$ cat src/rtl/regio_arbiter_pkg.sv
// Shared definitions for the KSZ8851 register-IO arbiter: engine state codes,
// client indices, arbiter FSM states and the per-client command bundle.
package regio_arbiter_pkg;

  localparam int NUM_CLIENTS = 3;
  localparam int CLIENT_INIT = 0;
  localparam int CLIENT_RECV = 1;
  localparam int CLIENT_XMIT = 2;

  typedef enum logic [3:0] {
    RIO_ADDR0  = 4'd0,
    RIO_ADDR1  = 4'd1,
    RIO_ADDR2  = 4'd2,
    RIO_ADDR3  = 4'd3,
    RIO_WRITE0 = 4'd4,
    RIO_WRITE1 = 4'd5,
    RIO_READ0  = 4'd6,
    RIO_READ1  = 4'd7,
    RIO_DONE   = 4'd8,
    RIO_WAIT   = 4'd9
  } rio_state_e;

  typedef enum logic [1:0] {
    ARB_IDLE,
    ARB_GRANT,
    ARB_DRAIN
  } arb_state_e;

  typedef struct packed {
    logic [7:0]  offset;
    logic        length;
    logic        wr;
    logic [15:0] wdata;
    logic        new_cmd;
    logic        dummy_rd;
  } regio_cmd_t;

endpackage

$ cat src/rtl/regio_arbiter_rr_pick.sv
// Two-way round-robin picker (a = recv, b = xmit) with its registered pointer.
// Pointer favours side a after reset and flips to the loser whenever upd_i is high.
module regio_rr_pick (
  input  logic gclk,
  input  logic grst_n,
  input  logic req_a_i,
  input  logic req_b_i,
  input  logic upd_i,
  output logic pick_b_o
);

  logic favor_b_q, favor_b_d;

  assign pick_b_o  = req_b_i & (~req_a_i | favor_b_q);
  assign favor_b_d = upd_i ? ~pick_b_o : favor_b_q;

  always_ff @(posedge gclk or negedge grst_n) begin
    if (!grst_n) favor_b_q <= 1'b0;
    else         favor_b_q <= favor_b_d;
  end

endmodule

$ cat src/rtl/regio_arbiter.sv
// Session arbiter for the shared KSZ8851 register-IO engine (init > recv/xmit RR).
// Optional hold watchdog: define REGIO_ARB_WATCHDOG_EN.
module regio_arbiter
  import regio_arbiter_pkg::*;
#(
  parameter int         MAX_HOLD  = 65535,
  parameter logic [3:0] WAIT_CODE = 4'b1001
) (
  input  logic                               sysclk,
  input  logic                               reset,
  input  logic [NUM_CLIENTS-1:0]             req_i,
  input  logic [NUM_CLIENTS-1:0][7:0]        offset_i,
  input  logic [NUM_CLIENTS-1:0]             length_i,
  input  logic [NUM_CLIENTS-1:0]             WR_i,
  input  logic [NUM_CLIENTS-1:0][15:0]       writeData_i,
  input  logic [NUM_CLIENTS-1:0]             NewCommand_i,
  input  logic [NUM_CLIENTS-1:0]             Dummy_Read_i,
  output logic [NUM_CLIENTS-1:0]             gnt_o,
  output logic [NUM_CLIENTS-1:0][3:0]        state_o,
  output logic [15:0]                        readData_o,
  output logic [7:0]                         offset,
  output logic                               length,
  output logic                               WR,
  output logic [15:0]                        writeData,
  output logic                               NewCommand,
  output logic                               Dummy_Read,
  input  logic [3:0]                         state,
  input  logic [15:0]                        readData,
  output logic                               wdog_err
);

  arb_state_e             st_q, st_d;
  logic [NUM_CLIENTS-1:0] gnt_q, gnt_d;
  logic                   eng_wait, owner_req, hold_hit;
  logic                   pick_xmit, rr_upd;
  regio_cmd_t [NUM_CLIENTS-1:0] cli_cmd;
  regio_cmd_t             eng_cmd;

  assign eng_wait  = (state == WAIT_CODE);
  assign owner_req = |(gnt_q & req_i);

  regio_rr_pick u_rr (
    .gclk     (sysclk),
    .grst_n   (reset),
    .req_a_i  (req_i[CLIENT_RECV]),
    .req_b_i  (req_i[CLIENT_XMIT]),
    .upd_i    (rr_upd),
    .pick_b_o (pick_xmit)
  );

  always_comb begin
    st_d   = st_q;
    gnt_d  = gnt_q;
    rr_upd = 1'b0;
    case (st_q)
      ARB_IDLE: begin
        if (|req_i && eng_wait) begin
          st_d = ARB_GRANT;
          if (req_i[CLIENT_INIT]) begin
            gnt_d = 3'b001;
          end else begin
            gnt_d  = pick_xmit ? 3'b100 : 3'b010;
            rr_upd = 1'b1;
          end
        end
      end
      ARB_GRANT: begin
        // a dropped req only takes effect once the engine is back in Wait
        if (hold_hit || (!owner_req && eng_wait)) begin
          st_d  = ARB_DRAIN;
          gnt_d = '0;
        end
      end
      ARB_DRAIN: begin
        st_d  = ARB_IDLE;
        gnt_d = '0;
      end
      default: begin
        st_d  = ARB_IDLE;
        gnt_d = '0;
      end
    endcase
  end

  always_ff @(posedge sysclk or negedge reset) begin
    if (!reset) begin
      st_q  <= ARB_IDLE;
      gnt_q <= '0;
    end else begin
      st_q  <= st_d;
      gnt_q <= gnt_d;
    end
  end

`ifdef REGIO_ARB_WATCHDOG_EN
  logic [15:0] hold_q;
  logic        wdog_q;

  assign hold_hit = (st_q == ARB_GRANT) && (hold_q == 16'(MAX_HOLD - 1));

  // counter sits at zero outside GRANT, so it is cleared on every entry
  always_ff @(posedge sysclk or negedge reset) begin
    if (!reset) begin
      hold_q <= '0;
      wdog_q <= 1'b0;
    end else begin
      hold_q <= (st_q == ARB_GRANT) ? hold_q + 16'd1 : 16'd0;
      wdog_q <= wdog_q | hold_hit;
    end
  end

  assign wdog_err = wdog_q;
`else
  assign hold_hit = 1'b0;
  assign wdog_err = 1'b0;
`endif

  for (genvar c = 0; c < NUM_CLIENTS; c++) begin : g_cli
    assign cli_cmd[c] = '{offset:   offset_i[c],
                          length:   length_i[c],
                          wr:       WR_i[c],
                          wdata:    writeData_i[c],
                          new_cmd:  NewCommand_i[c],
                          dummy_rd: Dummy_Read_i[c]};
    assign state_o[c] = gnt_q[c] ? state : WAIT_CODE;
  end

  always_comb begin
    eng_cmd = '0;
    for (int c = 0; c < NUM_CLIENTS; c++)
      if (gnt_q[c]) eng_cmd = cli_cmd[c];
    if (hold_hit) eng_cmd.new_cmd = 1'b0;
  end

  assign gnt_o      = gnt_q;
  assign readData_o = readData;
  assign offset     = eng_cmd.offset;
  assign length     = eng_cmd.length;
  assign WR         = eng_cmd.wr;
  assign writeData  = eng_cmd.wdata;
  assign NewCommand = eng_cmd.new_cmd;
  assign Dummy_Read = eng_cmd.dummy_rd;

endmodule

$ cat config.mk
export PLATFORM = sky130hd
export DESIGN_NAME = regio_arbiter
export DESIGN_NICKNAME = d
export VERILOG_FILES = /design/src/rtl/regio_arbiter_pkg.sv /design/src/rtl/regio_arbiter_rr_pick.sv /design/src/rtl/regio_arbiter.sv
export SDC_FILE = /design/constraint.sdc
export NUM_CORES = 1
export LEC_CHECK = 0
export ABC_AREA = 1
export CAP_MARGIN = 15
export CORE_AREA = 2 2 72 74
export CTS_CLUSTER_DIAMETER = 30
export DETAILED_ROUTE_END_ITERATION = 8
export DIE_AREA = 0 0 74 76
export PLACE_DENSITY = 0.84
export SYNTH_ARGS = -nofsm -noshare
export SYNTH_HDL_FRONTEND = slang
export SYNTH_SLANG_ARGS = --single-unit
$ cat constraint.sdc
create_clock -name sysclk -period 2.5 [get_ports sysclk]
set_input_delay 0.25 -clock sysclk [delete_from_list [all_inputs] [get_ports sysclk]]
set_output_delay 0.25 -clock sysclk [all_outputs]
set_load 0.05 [all_outputs]
==> metrics.log <==
INFO  metric initial_core_util = 0.2560
INFO  metric timing.critical_path.max_delay_family = buffers and inverters
INFO  metric antenna_violating_nets_post_route = 0
INFO  metric synth-seq-area-share = 0.1194
INFO  metric postLayoutCellArea = 2809 µm²
INFO  metric detail_route.wl_per_cell = 11.99 µm
INFO  metric firstDrtPassIters = 4
INFO  metric gp_congestion = 0.8717
INFO  metric number_of_port_buffers = 135
INFO  metric clockRootBuffer = sky130_fd_sc_hd__clkbuf_8
INFO  metric worst_setup_path_end_kind = output pin
INFO  metric timing.critical_path.slowest_cell_delay = 0.82 ns
INFO  metric total_placed_instance_area = 2764 µm²
INFO  metric max_freq = 497.9 MHz
INFO  metric syn-cell-area = 1257 µm²
INFO  metric clock_transition_time_at_the_flip_flop_clock_pins_of_the_worst_setup_and_hold_paths = 0.04 ns
INFO  metric tritoncts = built
INFO  metric drive_gt1_frac = 0.1461
INFO  metric status = completed
INFO  metric fin_util = 0.5718
INFO  metric h-tree-depth = 1
INFO  metric io_pins = 169
INFO  metric transition_time_of_the_tightest_slew_check_pin = 0.5150 ns
INFO  metric mostFrequentLayoutCell = sky130_fd_sc_hd__clkdlybuf4s50_1
INFO  metric critical_path_class = register to output pin
INFO  metric dieArea = 5624 µm²
INFO  metric holdCritPathClass = input port to asynchronous set/reset pin
INFO  metric final_slew_violations = 0
INFO  metric cell_internal_pwr = 0.001173 W
INFO  metric leakage = 1.236 nW
INFO  metric antenna_cells_inserted = 0
INFO  metric chipHeight = 76 µm
INFO  metric final_net_count = 459
INFO  metric cts.repair.resized = 0
INFO  metric top_area_cells_in_the_synthesized_netlist = sky130_fd_sc_hd__nand2_1 25%, sky130_fd_sc_hd__dfrtp_1 12%, sky130_fd_sc_hd__a21oi_1 11%
INFO  metric dp_hpwl = 4052 µm
INFO  metric relSlewSlack = 0.6556
INFO  metric setup_total_negative_slack = 0 ns
INFO  metric power.switching = 0.001286 W
INFO  metric remaining_drc_errors = 0
INFO  metric tritoncts_buffers = 3
INFO  metric cp.buffers_inverters = 1
INFO  metric vias = 1827
INFO  metric via_count_of_the_first_global_routing_pass = 1737
INFO  metric post_cts_hold_buffer_count = 0
INFO  metric clock_path_buffers = 2
INFO  metric ys_types = 18
INFO  metric sequential_cell_area = 152.6 µm²
INFO  metric yosysWarningCount = 0
INFO  metric power_frac_seq = 0.075
INFO  metric shortest_period_the_worst_path_allows = 2.008 ns
INFO  metric hold_violations = 0
INFO  metric timing.hold.ws = 0.2626 ns
INFO  metric layout-area-overhead-vs-synth = 123.4%
INFO  metric path_cells = nand2_1 > clkdlybuf4s50_1
INFO  metric yosys_register_bits = 6
INFO  metric power_per_cell_area = 875.4 nW/µm²
INFO  metric fp.coreArea = 4912 µm²
INFO  metric cap_viol_max_count = 0
INFO  metric synth_top_cell_area_share = 0.2478
INFO  metric critical_path.slowest_cell = sky130_fd_sc_hd__clkdlybuf4s50_1
INFO  metric worst_r2r_startpoint = gnt_o[1]
INFO  metric combPwrFrac = 0.862
INFO  metric finalClockSkew = 0.006784 ns
INFO  metric syn_inst = 241
INFO  metric initialDrtViolationCount = 85
INFO  metric die-width = 74 µm
INFO  metric routed_vias_inst = 4.360
INFO  metric worst_setup_path_startpoint = gnt_o[1]
INFO  metric grt_use_total = 0.1758
INFO  metric pin_count_of_the_biggest_net_entering_global_routing = 44
INFO  metric multi_input_area = 803.3 µm²
INFO  metric syn_avg_cell_area = 5.218 µm²
INFO  metric gr_ovfl_total = 0
INFO  metric routed_wl = 5025 µm
INFO  metric vdd_ir_drop_max = 0.4745 mV
INFO  metric grt_first_pass_wirelength = 7990 µm
INFO  metric core.rowCount = 26
INFO  metric clk_sinks = 6
INFO  metric critical_path_arrival = 1.76 ns
INFO  metric worstPathMaxFanout = 25
INFO  metric antenna_found_initial = 0
INFO  metric post-cts-setup-buffers = 0
INFO  metric most-common-layout-cells = 98 x sky130_fd_sc_hd__clkdlybuf4s50_1, 83 x sky130_fd_sc_hd__nand2_1, 34 x sky130_fd_sc_hd__nor2_1
INFO  metric power_switching_share = 0.5230
INFO  metric power_frac_clock = 0.063
INFO  metric clk-insertion-delay-late = 0.23 ns
INFO  metric final.period_utilization = 0.8033
INFO  metric setup_viol = 0
INFO  metric postSynthNetCount = 350
INFO  metric yosys.area.top_type = sky130_fd_sc_hd__nand2_1
INFO  metric worst-endpoint-required = 2.25 ns
INFO  metric total_power = 0.002459 W
INFO  metric rsz_0062_raised_after_global_routing = no
INFO  metric nFillCells = 438
INFO  metric worstSetupStartpointType = register
## power groups by stage
stage               Combinational, W  Sequential (W)  Clock, W
floorplan                    0.00126        0.000185         0
global placement             0.00211        0.000183         0
detailed placement           0.00213        0.000187         0
CTS                          0.00213        0.000185  0.000160
global route                 0.00224        0.000191  0.000163
finish                       0.00212        0.000184  0.000155
## synth_stat cells (all sizes together)
cell type	number
nand2	85
nor2	35
buf	32
o21ai	29
a21oi	28
inv	15
dfrtp	6
nand3	5
clkbuf	3
conb	1
nand3b	1
o21bai	1
## final cells by class
cell class	instances	share of cell area
Clock buffer	4	0.01604
Inverter	15	0.02004
Multi-Input combinational cell	185	0.2860
Sequential cell	6	0.05434
Tap cell	70	0.03118
Timing Repair Buffer	139	0.5924
## logic make-up (layout without fill, tap and decap cells)
logic type,Yosys count,after routing,synth area share
other,1,1,0.002982
AOI/OAI and AO/OA,58,58,0.2418
and+or+nand+nor,126,126,0.3940
buffers and inverters,50,158,0.2418
DFF,6,6,0.1194
## through the flow
stage	cells	worst slack, ns
finish	419	0.4916
detailed placement	415	0.5700
global placement	415	0.6011
CTS	419	0.4860
global route	419	0.4114
floorplan	241	0.1563
## final timing paths
| kind | endpoint | slack (ns) | depth (start not counted) |
|---|---|---|---|
| max reg2reg | gnt_o[0] | 1.03 | 7 |
| min in group sysclk | u_rr.favor_b_q | 0.48 | 2 |
| max in group asynchronous | gnt_o[2] | 2.01 | 1 |
| min | st_q[1] | 0.26 | 1 |
| max | state_o[4] | 0.49 | 2 |
| min reg2reg | u_rr.favor_b_q | 0.48 | 2 |
## state kept, by name, summed over array words and instances (netlist names)
name            count
gnt_o               3
st_q                2
u_rr.favor_b_q      1
## metal layers
layer  vias to the layer above  part of all wire  wire [µm]  track usage
met4                         0             0.032        160      0.08364
li1                        956                 -          -            -
met1                       776              0.37       1856       0.2023
met3                        20             0.091        459      0.03571
met5                         -                 0          0            0
met2                        75              0.51       2548       0.3018
Power figures use the tool's default switching activity.
